$ cat src/rtl/uart_tx_queue_if.sv
// Producer-side write port and uart_tx send/busy handshake for uart_tx_queue.
interface uart_tx_queue_if #(
  parameter int unsigned DEPTH = 16
);
  localparam int unsigned LW = $clog2(DEPTH) + 1;

  logic [7:0]    wr_data;
  logic          wr_en;
  logic          full;
  logic          empty;
  logic [LW-1:0] level;
  logic          overflow;
  logic [7:0]    tx_data;
  logic          tx_send;
  logic          tx_busy;

  modport master (
    output wr_data, wr_en, tx_busy,
    input  full, empty, level, overflow, tx_data, tx_send
  );

  modport slave (
    input  wr_data, wr_en, tx_busy,
    output full, empty, level, overflow, tx_data, tx_send
  );
endinterface

$ cat src/rtl/uart_tx_queue.sv
// Byte FIFO drained into uart_tx one byte at a time, paced on tx_busy.
// Define UART_TXQ_OVF_CNT_EN to add the saturating dropped-byte counter (ovf_count/ovf_clr).
module uart_tx_queue #(
  parameter int unsigned DEPTH     = 16,
  parameter int unsigned BUSY_WAIT = 8
) (
  input  logic        clk,
  input  logic        rst_n,
`ifdef UART_TXQ_OVF_CNT_EN
  input  logic        ovf_clr,
  output logic [15:0] ovf_count,
`endif
  uart_tx_queue_if.slave q_if
);

  localparam int unsigned AW = $clog2(DEPTH);
  localparam int unsigned TW = $clog2(BUSY_WAIT + 1);

  typedef enum logic [1:0] {IDLE, SEND, WAIT_RISE, WAIT_FALL} state_e;

  state_e        state_q, state_d;
  logic [TW-1:0] timer_q, timer_d;
  logic [AW:0]   wr_ptr_q, rd_ptr_q;
  logic [7:0]    mem_q [DEPTH];
  logic [7:0]    tx_data_q;
  logic          overflow_q;
  logic          full, empty, push, drop, pop;

  // Extra pointer MSB distinguishes full from empty when the index bits match.
  assign full  = (wr_ptr_q[AW] != rd_ptr_q[AW]) && (wr_ptr_q[AW-1:0] == rd_ptr_q[AW-1:0]);
  assign empty = (wr_ptr_q == rd_ptr_q);
  assign push  = q_if.wr_en && !full;
  assign drop  = q_if.wr_en && full;

  always_comb begin
    state_d = state_q;
    timer_d = timer_q;
    pop     = 1'b0;
    unique case (state_q)
      IDLE: begin
        if (!empty && !q_if.tx_busy) begin
          pop     = 1'b1;
          state_d = SEND;
        end
      end
      SEND: begin
        state_d = WAIT_RISE;
        timer_d = '0;
      end
      WAIT_RISE: begin
        if (q_if.tx_busy) begin
          state_d = WAIT_FALL;
        end else if (timer_q == TW'(BUSY_WAIT - 1)) begin
          state_d = IDLE;
        end else begin
          timer_d = timer_q + 1'b1;
        end
      end
      WAIT_FALL: begin
        if (!q_if.tx_busy) state_d = IDLE;
      end
      default: state_d = IDLE;
    endcase
  end

  always_ff @(posedge clk or negedge rst_n) begin
    if (!rst_n) begin
      state_q    <= IDLE;
      timer_q    <= '0;
      wr_ptr_q   <= '0;
      rd_ptr_q   <= '0;
      tx_data_q  <= '0;
      overflow_q <= 1'b0;
    end else begin
      state_q    <= state_d;
      timer_q    <= timer_d;
      overflow_q <= drop;
      if (push) wr_ptr_q <= wr_ptr_q + 1'b1;
      if (pop) begin
        rd_ptr_q  <= rd_ptr_q + 1'b1;
        tx_data_q <= mem_q[rd_ptr_q[AW-1:0]];
      end
    end
  end

  always_ff @(posedge clk) begin
    if (push) mem_q[wr_ptr_q[AW-1:0]] <= q_if.wr_data;
  end

  assign q_if.full     = full;
  assign q_if.empty    = empty;
  assign q_if.level    = wr_ptr_q - rd_ptr_q;
  assign q_if.overflow = overflow_q;
  assign q_if.tx_data  = tx_data_q;
  assign q_if.tx_send  = (state_q == SEND);

`ifdef UART_TXQ_OVF_CNT_EN
  logic [15:0] ovf_cnt_q;

  // A clear coinciding with a drop keeps that drop in the count.
  always_ff @(posedge clk or negedge rst_n) begin
    if (!rst_n) begin
      ovf_cnt_q <= '0;
    end else if (ovf_clr) begin
      ovf_cnt_q <= drop ? 16'd1 : 16'd0;
    end else if (drop && (ovf_cnt_q != '1)) begin
      ovf_cnt_q <= ovf_cnt_q + 1'b1;
    end
  end

  assign ovf_count = ovf_cnt_q;
`endif

endmodule

$ cat src/flat_wrapper.sv
// flat-port wrapper written by rule: the top's interface ports become plain ports
module uart_tx_queue_flat 
#(
  parameter int unsigned DEPTH     = 16,
  parameter int unsigned BUSY_WAIT = 8
)
  (clk, rst_n, q_if_wr_data, q_if_wr_en, q_if_tx_busy, q_if_full, q_if_empty, q_if_level, q_if_overflow, q_if_tx_data, q_if_tx_send);
  uart_tx_queue_if #(.DEPTH(DEPTH)) q_if_i ();
  input  logic clk;
  input  logic rst_n;
  input wire logic [$bits(q_if_i.wr_data)-1:0] q_if_wr_data;
  input wire logic [$bits(q_if_i.wr_en)-1:0] q_if_wr_en;
  input wire logic [$bits(q_if_i.tx_busy)-1:0] q_if_tx_busy;
  output wire logic [$bits(q_if_i.full)-1:0] q_if_full;
  output wire logic [$bits(q_if_i.empty)-1:0] q_if_empty;
  output wire logic [$bits(q_if_i.level)-1:0] q_if_level;
  output wire logic [$bits(q_if_i.overflow)-1:0] q_if_overflow;
  output wire logic [$bits(q_if_i.tx_data)-1:0] q_if_tx_data;
  output wire logic [$bits(q_if_i.tx_send)-1:0] q_if_tx_send;
  assign q_if_i.wr_data = q_if_wr_data;
  assign q_if_i.wr_en = q_if_wr_en;
  assign q_if_i.tx_busy = q_if_tx_busy;
  assign q_if_full = q_if_i.full;
  assign q_if_empty = q_if_i.empty;
  assign q_if_level = q_if_i.level;
  assign q_if_overflow = q_if_i.overflow;
  assign q_if_tx_data = q_if_i.tx_data;
  assign q_if_tx_send = q_if_i.tx_send;
  uart_tx_queue #(.DEPTH(DEPTH), .BUSY_WAIT(BUSY_WAIT)) u_core (.clk(clk), .rst_n(rst_n), .q_if(q_if_i));
endmodule
$ cat config.mk
export PLATFORM = sky130hd
export DESIGN_NAME = uart_tx_queue_flat
export DESIGN_NICKNAME = d
export VERILOG_FILES = /design/src/rtl/uart_tx_queue_if.sv /design/src/rtl/uart_tx_queue.sv /design/src/flat_wrapper.sv
export SDC_FILE = /design/constraint.sdc
export NUM_CORES = 1
export LEC_CHECK = 0
export CAP_MARGIN = 40
export CORE_ASPECT_RATIO = 0.75
export CORE_MARGIN = 1.5
export CORE_UTILIZATION = 58
export CTS_CLUSTER_DIAMETER = 120
export DETAILED_ROUTE_END_ITERATION = 7
export GPL_ROUTABILITY_DRIVEN = 0
export PLACE_DENSITY = 0.77
export SYNTH_ARGS = -nofsm -noshare
export SYNTH_HDL_FRONTEND = slang
export SYNTH_SLANG_ARGS = --single-unit
export TNS_END_PERCENT = 50
$ cat constraint.sdc
create_clock -name clk -period 6.15 [get_ports clk]
set_input_delay 0.615 -clock clk [delete_from_list [all_inputs] [get_ports clk]]
set_output_delay 0.615 -clock clk [all_outputs]
set_load 0.01 [all_outputs]
## Yosys cells after proc, flatten, opt, wreduce, memory -nomap -nowiden

Memory sizes are Yosys's and may differ from the RTL's. A register that Yosys moved wholly into a read port is not among the register bits.
Index checks and enable logic that the tools add are counted.

| cells by class | value |
|---|---|
| add/subtract/negate cells | 4 |
| equal/unequal tests | 12 |
| mux-type cells | 12 |
| reductions and logical operators | 12 |

Operators with widths:

| operator | number |
|---|---|
| $add 5x1->5 const B | 2 |
| $mux 2 | 4 |
| $mux 4 | 2 |
| $pmux 2 s4 | 1 |
| $pmux 4 s2 | 1 |
| $ne 2x2->1 const B | 3 |
| $reduce_and 3->1 | 2 |
| $eq 5x5->1 | 1 |
| $sub 5x5->5 | 1 |
| $add 4x1->4 const B | 1 |
| $eq 2x2->1 const B | 2 |
| $eq 4x3->1 const B | 1 |
| $eq 4x4->1 | 1 |
| $logic_and 1x1->1 | 4 |
| $logic_not 1->1 | 4 |
| $mux 1 | 4 |
| $ne 3x2->1 const B | 1 |
| $eq 2x1->1 const B | 1 |
| $logic_not 2->1 | 1 |
| $ne 2x1->1 const B | 1 |
| $reduce_bool 2->1 | 1 |
| $ne 1x1->1 | 1 |

| word-level totals | value |
|---|---|
| flip-flop bits (word level) | 17 |
| RAM bits | 128 |
| input bits | 12 |
| output and inout bits | 17 |
| logic and storage cells | 46 |
| memories kept | 1 |

Memories:

| memory | depth | width | rd ports | clocked after Yosys merged registers in | write ports | RTL line | RTL |
|---|---|---|---|---|---|---|---|
| u_core.mem_q | 16 | 8 | 1 | 1 | 1 | uart_tx_queue.sv:24 | `logic [7:0] mem_q [DEPTH];` |

## Logic depth before layout (Yosys ltp)

Gate-level depths: netlist (run 1).

| logic depth | value |
|---|---|
| depth after elaboration | 6 |
| depth in mapped cells | 10 |
| gate-level depth less buffers | 7 |

## Least setup slack after synthesis (run 1)

OpenSTA, ideal clock, no wires.

| path | value |
|---|---|
| path type | reg-to-reg |
| start point | register u_core.rd_ptr_q[3] |
| end point | memory u_core.mem_q[0][0], enable pin |
| setup time | 0.395 ns |
| data arrival time | 2.309 ns |
| data required time | 5.755 ns |
| setup slack | 3.447 ns |
| cell stages (with the launch flop) | 8 |
| path buffers | 2 |
| clock period less this slack | 2.703 ns |
| path through | dfrtp_1 buf_2 buf_1 inv_1 ha_1 nand4_1 o21ai_1 nor4_1 |

| on the way | value |
|---|---|
| word-level cells in the longest chain between the ends | 6 |

Ends and longest elaborated chain:

| item | RTL line | RTL |
|---|---|---|
| start, declared | uart_tx_queue.sv:23 | `logic [AW:0] wr_ptr_q, rd_ptr_q;` |
| start signal, assigned | uart_tx_queue.sv:80 | `rd_ptr_q <= rd_ptr_q + 1'b1;` |
| $eq 4x4->1 | uart_tx_queue.sv:30 | `assign full = (wr_ptr_q[AW] != rd_ptr_q[AW]) && (wr_ptr_q[AW-1:0] == rd_ptr_q[AW-1:0]);` |
| $logic_and 1x1->1 | uart_tx_queue.sv:30 |  |
| $logic_not 1->1 | uart_tx_queue.sv:32 | `assign push = q_if.wr_en && !full;` |
| $logic_and 1x1->1 | uart_tx_queue.sv:32 |  |
| $mux 1 | uart_tx_queue.sv:87 | `if (push) mem_q[wr_ptr_q[AW-1:0]] <= q_if.wr_data;` |
| $mux 1 (not written as such) | uart_tx_queue.sv:87 |  |
| end, declared | uart_tx_queue.sv:24 |  |

No other way between the ends.

## Worst setup path after layout (run 1)

| path | value |
|---|---|
| start point | register u_core.wr_ptr_q[0] |
| end point | output q_if_level[4] |

| on the way | value |
|---|---|
| word-level cells in the longest chain between the ends | 1 |

Ends and longest elaborated chain:

| item | RTL line | RTL |
|---|---|---|
| start, declared | uart_tx_queue.sv:23 |  |
| start signal, assigned | uart_tx_queue.sv:78 | `if (push) wr_ptr_q <= wr_ptr_q + 1'b1;` |
| $sub 5x5->5 | uart_tx_queue.sv:92 | `assign q_if.level = wr_ptr_q - rd_ptr_q;` |
| end, declared | flat_wrapper.sv:16 | `output wire logic [$bits(q_if_i.level)-1:0] q_if_level;` |

No other way between the ends.

==> run summary, run 1 <==
Cell Area, Synth = 0.00638 mm2
Status = finished clean
Antenna violations before repair = 0
Net Sw Frac = 31.7%
ANT nets after route = 0
CTS HTree Levels = 4
GRT met1 Usage = 37.0%
Lkg Pwr = 2.64 nW
Area Overhead vs Synth = 16.3%
Die area = 0.0117 mm2
P_sw = 0.00117 W
Final hold violations = 0
DP HPWL = 8150 um
Nets = 415
Global-route wire length before repair = 19600 um
Met2 GRT Util = 33.3%
Comb pwr share = 34.0%
Post-CTS setup buffer count = 0
Crit path arrival time = 2590 ps
Initial Utilization = 60.9%
Number of synthesized register bits = 153
Commonest non-fill, non-tap cell in the layout = edfxtp_1
CTS buffer count = 17
Worst Path Max Fanout = 4
RSZ-0062 raised after global routing = no
Fin crit period = 3210 ps
VDD IR max = 0.318 mV
Pin count of the biggest net entering global routing = 36
Routed vias/inst = 6.31
Die Y = 93.9 um
Gr busiest metal = met1
Setup-failing EPs final = 0
Cell Int Power = 0.00252 W
1st-iter DRT viols = 307
Fillcell total = 628
Clk_lat worst skew = 430 ps
Top cells by area, synth = edfxtp_1, dfrtp_1, mux4_1, mux4_2, ha_1
Root buffer cell = clkbuf_16
WP data required = 5530 ps
Yosys cell types = 45
Clk pwr share = 28.4%
Fmax = 312 MHz
Yosys top cell by area = edfxtp_1
# port buffers = 28
Critical Path Sink Type = output port
Max Slew Vio Count = 0
Flop pwr share = 37.5%
Vias in the first global route = 3386
Crit share post-route = 52.2%
Synth top area share = 60.2%
Type of origin of the critical path = register
Worst-Margin Slew = 874 ps
Core Box Area = 0.0105 mm2
Routed vias = 3388
Synth Instances = 347
Yosys warns = 0
Hold crit path type = reg2reg
Most frequent cells in the layout = edfxtp_1, clkdlybuf4s50_1, dfrtp_1, mux4_1, inv_1
WL/cell = 23.7 um
CTS tree = yes
Syn_nets = 374
Final wirelength = 12700 um
Final Skew = 10.9 ps
Post-placement cell count = 505
DR DRC count = 0
Cell area after layout = 0.00743 mm2
# IOs = 29
Synth Area per Inst = 18.4 um2
Final Power = 0.00369 W
Layout Cells excl Fill = 537
Max Cap Viol = 0
CTS Hold Bufs = 0
Reg clk slew, reported paths = 60 ps
Die span in x = 124 um
Gr ovfl total = 0
Ratio of cells with drive above 1 in the final layout = 16.0%
Row count = 32
Clock buffer depth = 2
GR Util All Layers = 24.5%
Worst slew margin = 41.5%
ANT cells = 0
Cts repair resizes = 0
DR pass1 iterations = 5
Total negative slack = 0 ps
Met3 Usage GRT = 7.28%
Crit Path Class = reg2out
Placed inst area = 0.00683 mm2
TritonCTS Sinks = 153
Sequential area share after synthesis = 70.0%
Pwr dens = 497 mW/mm2
## worst max-delay path, stage by stage (launching register included)
cell             delay [ps]
dfrtp_1                 390
inv_1                   120
ha_1                    230
fa_1                    420
inv_1                   100
a21o_1                  130
a21oi_1                  90
xnor2_1                 140
clkdlybuf4s50_1         550
## synth_stat cells, drive strengths merged
| master | count |
|---|---|
| nor3b | 1 |
| a22oi | 1 |
| o22a | 1 |
| mux2i | 2 |
| xor2 | 2 |
| mux2 | 8 |
| fa | 1 |
| edfxtp | 128 |
| ha | 14 |
| a22o | 1 |
| o21ai | 4 |
| a21boi | 1 |
| a21oi | 15 |
| and3b | 1 |
| o31a | 1 |
| and2 | 4 |
| o221ai | 1 |
| mux4 | 32 |
| nand2 | 7 |
| a41o | 1 |
| nand4 | 5 |
| a21o | 2 |
| nand3 | 2 |
| buf | 7 |
| nor3 | 1 |
| nor2 | 7 |
| nand2b | 2 |
| and3 | 5 |
| dfrtp | 25 |
| o2bb2ai | 3 |
| nor4 | 4 |
| clkbuf | 7 |
| or2 | 1 |
| o31ai | 1 |
| xnor2 | 11 |
| inv | 20 |
| o22ai | 16 |
| and4 | 1 |
| a211o | 1 |
## kinds of logic after synthesis
kind of cell	Yosys count	synth area share (%)
AND/OR/NAND/NOR	41	3.51
adder cells (fa/ha/maj)	15	3.06
AO/OA/AOI/OAI	49	4.96
multiplexers	42	14.2
buffers and inverters	34	2.45
flip-flops	153	70.0
XOR/XNOR	13	1.78
## sequential cells by signal, summed over array words and instances, names as in the netlist
name                  cells
u_core.q_if.overflow      1
u_core.wr_ptr_q           5
u_core.q_if.tx_data       8
u_core.state_q            2
u_core.mem_q            128
u_core.timer_q            4
u_core.rd_ptr_q           5
## metal layers
| layer | wire (um) | vias up |
|---|---|---|
| li1 | - | 1486 |
| met1 | 5930 | 1712 |
| met2 | 5450 | 166 |
| met3 | 1000 | 24 |
| met4 | 344 | 0 |
| met5 | 0 | - |
## per-stage QoR
| step | hold WS, ps | setup WS [ps] | util, % |
|---|---|---|---|
| detailed placement | 521 | 3330 | 65.1 |
| floorplan | 319 | 3450 | - |
| global route | 559 | 2790 | 70.8 |
| global placement | 509 | 3480 | 64.9 |
| finish | 530 | 2940 | 70.8 |
| CTS | 534 | 2950 | 70.8 |
## worst paths after layout
kind | from | endpoint | slack, ps | cells past startpoint
worst max-delay path | u_core.wr_ptr_q[0] | q_if_level[4] | 2940 | 8
worst min-delay path | u_core.rd_ptr_q[4] | u_core.rd_ptr_q[4] | 530 | 1
worst max register to register | u_core.wr_ptr_q[2] | u_core.mem_q[14][4] | 3260 | 5
worst min register to register | u_core.rd_ptr_q[4] | u_core.rd_ptr_q[4] | 530 | 1
max in group asynchronous | rst_n | u_core.rd_ptr_q[0] | 5310 | 2
min in group asynchronous | rst_n | u_core.q_if.tx_data[7] | 560 | 2
## layout make-up
class / instances / area (um2) / share of cell area [%]
multi-input cells: 160 / 1770 / 23.9
well taps: 136 / 170 / 2.29
flip-flops and latches: 153 / 4470 / 60.2
inverters: 20 / 75.1 / 1.01
repair buffers: 36 / 338 / 4.55
clock inverters: 15 / 176 / 2.38
clock buffers: 17 / 425 / 5.73
## power groups by stage
stage               clock [W]  combinational, W  sequential, W
detailed placement          0           0.00124        0.00140
floorplan                   0          0.000828        0.00137
global route          0.00111           0.00136        0.00140
global placement            0           0.00121        0.00139
finish                0.00105           0.00126        0.00138
CTS                   0.00106           0.00126        0.00138
No activity file was read; power rests on OpenSTA's default activity.
==> run 2: changes to the inputs <==
CORE_UTILIZATION = 54   (was 58)
PLACE_DENSITY = 0.75   (was 0.77)
clock period = 2.9 ns   (was 6.15 ns; I/O delays follow)
==> run 2 against run 1 <==
Flip-flop and latch count did not move. Register-to-register slack worse by 2900 ps. Worst hold slack worse by 290 ps. First-iteration DRC count grew 24%.
==> run summary, run 2 (synthesis gave the netlist of run 1 again) <==
Setup-failing EPs final = 0
Post-placement cell count = 536
Core Box Area = 0.0116 mm2
Root buffer cell = clkbuf_16
Clk_lat worst skew = 420 ps
Gr busiest metal = met1
Worst path max stage delay = 550 ps
Final wirelength = 12100 um
FF-to-FF Start = u_core.rd_ptr_q[2]
Final Skew = 6.76 ps
TritonCTS Sinks = 153
Antenna violations before repair = 0
CTS HTree Levels = 4
Worst reg-to-reg setup slack = 320 ps
Type of origin of the critical path = register
Die area = 0.0125 mm2
Fillcell total = 807
Crit share post-route = 95.8%
Most frequent cells in the layout = edfxtp_1, clkdlybuf4s50_1, dfrtp_1, mux4_1, inv_1
Status = finished clean
WL/cell = 21.2 um
Critical Path Sink Type = output port
Layout Cells excl Fill = 568
Pwr dens = 1040 mW/mm2
Cts repair resizes = 0
Gr ovfl total = 0
R2r endpoint = u_core.mem_q[10][4]
CTS Hold Bufs = 0
Crit path arrival time = 2490 ps
Post-CTS setup buffer count = 0
Worst slew margin = 57.2%
Multi-input gate area = 0.00176 mm2
CTS tree = yes
GR Util All Layers = 21.0%
# port buffers = 28
Final hold violations = 0
Met3 Usage GRT = 4.90%
Crit-path cells = inv_2 > ha_1 > a21o_1 > a21oi_1 > xnor2_1 > clkdlybuf4s50_1
Clock buffer depth = 2
Commonest non-fill, non-tap cell in the layout = edfxtp_1
Reg2reg path depth = 6
Crit-path slowest cell = clkdlybuf4s50_1
1st-iter DRT viols = 380
Largest register FFs = 128
VDD IR max = 0.658 mV
DR pass1 iterations = 6
Vias in the first global route = 3332
Pin count of the biggest net entering global routing = 36
Nets = 420
ANT cells = 0
Reg clk slew, reported paths = 60 ps
Worst Path Max Fanout = 10
Total negative slack = 0 ps
Die span in x = 129 um
Hold crit path type = in2async
Global-route wire length before repair = 19100 um
Sequential cell area = 0.00447 mm2
Max Cap Viol = 0
Crit Path Class = reg2out
Max Slew Vio Count = 0
GRT met1 Usage = 32.7%
DR DRC count = 0
Die Y = 97.2 um
CTS buffer count = 17
Row count = 34
WP data required = 2610 ps
Worst-Margin Slew = 642 ps
Fmax = 360 MHz
Lkg Pwr = 2.67 nW
Ratio of cells with drive above 1 in the final layout = 17.2%
Met2 GRT Util = 30.1%
Area Overhead vs Synth = 17.4%
DP Worst Slack = 359 ps
Initial Utilization = 55.2%
Final Power = 0.00783 W
Fin crit period = 2780 ps
DP HPWL = 7870 um
Routed vias = 3351
Routed vias/inst = 5.90
Final Worst Setup Slack = 122 ps
# IOs = 29
ANT nets after route = 0
RSZ-0062 raised after global routing = no
## run 2: changes by cell type in the layout (fill, tap and decap cells not counted), sizes merged
| cell | change |
|---|---|
| inv | +8 |
| buf | +5 |
| clkinv | -5 |
| clkinvlp | -2 |
| bufinv | -1 |
## run 2: through the flow
stage	cell area [um2]	hold WS, ps	utilization [%]
after floorplan	6380	-5.59	-
after global placement	6890	517	59.5
after detailed placement	6890	529	59.5
after CTS	7490	247	64.7
after global routing	7490	272	64.8
final	7490	244	64.8
## run 2: how the worst max path moves through the flow
stage	start	endpoint	slack [ps]
floorplan	u_core.rd_ptr_q[3]	u_core.mem_q[0][0]	200
global placement	u_core.rd_ptr_q[2]	u_core.mem_q[11][4]	470
detailed placement	u_core.rd_ptr_q[2]	u_core.mem_q[10][5]	360
CTS	u_core.wr_ptr_q[0]	q_if_level[4]	40
global route	u_core.wr_ptr_q[0]	q_if_level[4]	8
finish	u_core.rd_ptr_q[2]	q_if_level[4]	120
## run 2: cell type report
type	instances	area share, %
flip-flops and latches	153	59.7
repair buffers	41	5.04
clock buffers	17	5.68
clock inverters	15	2.40
multi-input cells	160	23.5
well taps	162	2.70
inverters	20	1.00
## run 2: power breakdown
part / total [W] / internal (W) / switching, W
Clock: 0.00224 / 0.00131 / 0.000931
Sequential: 0.00291 / 0.00272 / 0.000187
Combinational: 0.00268 / 0.00130 / 0.00139
## run 2: layer usage
| metal | share of wire [%] | routed length, um |
|---|---|---|
| met5 | 0 | 0 |
| met3 | 6.2 | 754 |
| met2 | 46 | 5520 |
| met4 | 1.1 | 131 |
| met1 | 47 | 5660 |
## run 2: worst max-delay path: cells and delay by family, from the launching register on
family	cells	cell delay [ps]
buffers and inverters	2	790
AOI/OAI and AO/OA	2	360
xor gates and xnor gates	1	140
DFF	1	450
adders and majority gates	1	330
==> run 3: changes to the inputs <==
CORE_UTILIZATION = 35   (was 54)
PLACE_DENSITY = unset   (was 0.75)
==> run 3 against run 2 <==
Register-to-register slack is essentially flat. Setup slack lost 13 ps. Critical endpoint unchanged. Design area grew 1.1%.
==> run summary, run 3 (synthesis gave the netlist of run 1 again) <==
Global-route wire length before repair = 20300 um
# port buffers = 28
WP data required = 2610 ps
Clk_lat worst skew = 410 ps
Max Slew Vio Count = 0
Critical Path Sink Type = output port
FF-to-FF Start = u_core.rd_ptr_q[1]
TritonCTS Sinks = 153
CTS HTree Levels = 4
Vias in the first global route = 3402
ANT nets after route = 0
Die span in x = 159 um
Routed vias/inst = 5.06
# IOs = 29
Critical path buffer and inverter count = 3
RSZ-0062 raised after global routing = no
DR pass1 iterations = 4
Layout Cells excl Fill = 652
Crit-path cells = inv_1 > ha_1 > fa_1 > inv_1 > a21o_1 > a21oi_1 > xnor2_1 > clkdlybuf4s50_1
CTS Hold Bufs = 0
CP Launch Point = u_core.wr_ptr_q[0]
1st-iter DRT viols = 261
CP dominant cell by count = inv_1
Fmax = 358 MHz
Gr ovfl total = 0
Setup-failing EPs final = 0
Largest register FFs = 128
Total negative slack = 0 ps
Ratio of cells with drive above 1 in the final layout = 17.6%
Worst-Margin Slew = 625 ps
Fin crit period = 2790 ps
Crit-path slowest cell = clkdlybuf4s50_1
Crit share post-route = 96.2%
Crit Path Class = reg2out
Post-CTS setup buffer count = 0
DP HPWL = 8440 um
Worst slew margin = 58.2%
Final Skew = 8.85 ps
WL/cell = 20.3 um
Most frequent cells in the layout = edfxtp_1, clkdlybuf4s50_1, dfrtp_1, mux4_1, inv_1
CTS tree = yes
Cts repair resizes = 0
CTS buffer count = 17
Row count = 42
Hold crit path type = in2async
Core Box Area = 0.0178 mm2
Area Overhead vs Synth = 18.7%
Reg clk slew, reported paths = 60 ps
Antenna violations before repair = 0
Initial Utilization = 35.9%
Die Y = 120 um
Commonest non-fill, non-tap cell in the layout = edfxtp_1
Final wirelength = 13200 um
Die area = 0.0191 mm2
Nets = 425
ANT cells = 0
Type of origin of the critical path = register
Clock buffer depth = 2
Final hold violations = 0
Max Cap Viol = 0
Post-placement cell count = 621
Hold slack = 73.4 ps
Pin count of the biggest net entering global routing = 36
Worst path max stage delay = 560 ps
Pwr dens = 1010 mW/mm2
Crit path arrival time = 2500 ps
Lkg Pwr = 2.65 nW
Worst Path Max Fanout = 4
CP top delay family = buffers and inverters
Fillcell total = 1598
Status = finished clean
Routed vias = 3301
Root buffer cell = clkbuf_16
VDD IR max = 0.522 mV
DR DRC count = 0
GR Util All Layers = 14.6%
==> run 3: final timing paths <==
check	end	slack [ps]	depth (start not counted)
max	q_if_level[4]	110	8
min	u_core.state_q[1]	70	1
max reg2reg	u_core.mem_q[11][6]	310	6
min reg2reg	u_core.timer_q[3]	530	1
max in group asynchronous	u_core.rd_ptr_q[0]	2450	2
min in group clk	u_core.timer_q[3]	530	1
==> run 3: layout make-up <==
| class | instances | area (um2) | share of cell area, % |
|---|---|---|---|
| tap | 242 | 303 | 4.00 |
| clock inverter | 14 | 109 | 1.44 |
| multi-input combinational | 160 | 1770 | 23.4 |
| inverter | 20 | 75.1 | 0.991 |
| timing repair buffer | 46 | 423 | 5.58 |
| sequential | 153 | 4470 | 59.0 |
| clock buffer | 17 | 425 | 5.61 |
==> run 3: power breakdown <==
part           internal (W)  total (W)  leakage (nW)  switching (W)
registers           0.00272    0.00290          1.46       0.000181
clock network       0.00116    0.00200         0.252       0.000837
logic               0.00131    0.00272         0.942        0.00141
total               0.00519    0.00762          2.65        0.00243
==> run 3: per-layer routing <==
layer	global-route usage (%)	part of all wire, %	vias to the layer above
met4	4.48	0.86	0
li1	-	-	1502
met3	2.94	5.4	10
met2	22.8	47	83
met1	20.7	46	1706
met5	0	0	-
==> run 3: through the flow <==
| stage | worst slack [ps] | util [%] | total power (W) | area, um2 |
|---|---|---|---|---|
| after global routing | 17.9 | 42.7 | 0.00800 | 7580 |
| after floorplan | 197 | - | 0.00467 | 6380 |
| after CTS | 90.1 | 42.7 | 0.00768 | 7580 |
| final | 109 | 42.7 | 0.00762 | 7580 |
| after detailed placement | 454 | 39.7 | 0.00568 | 7040 |
| after global placement | 468 | 39.6 | 0.00564 | 7030 |
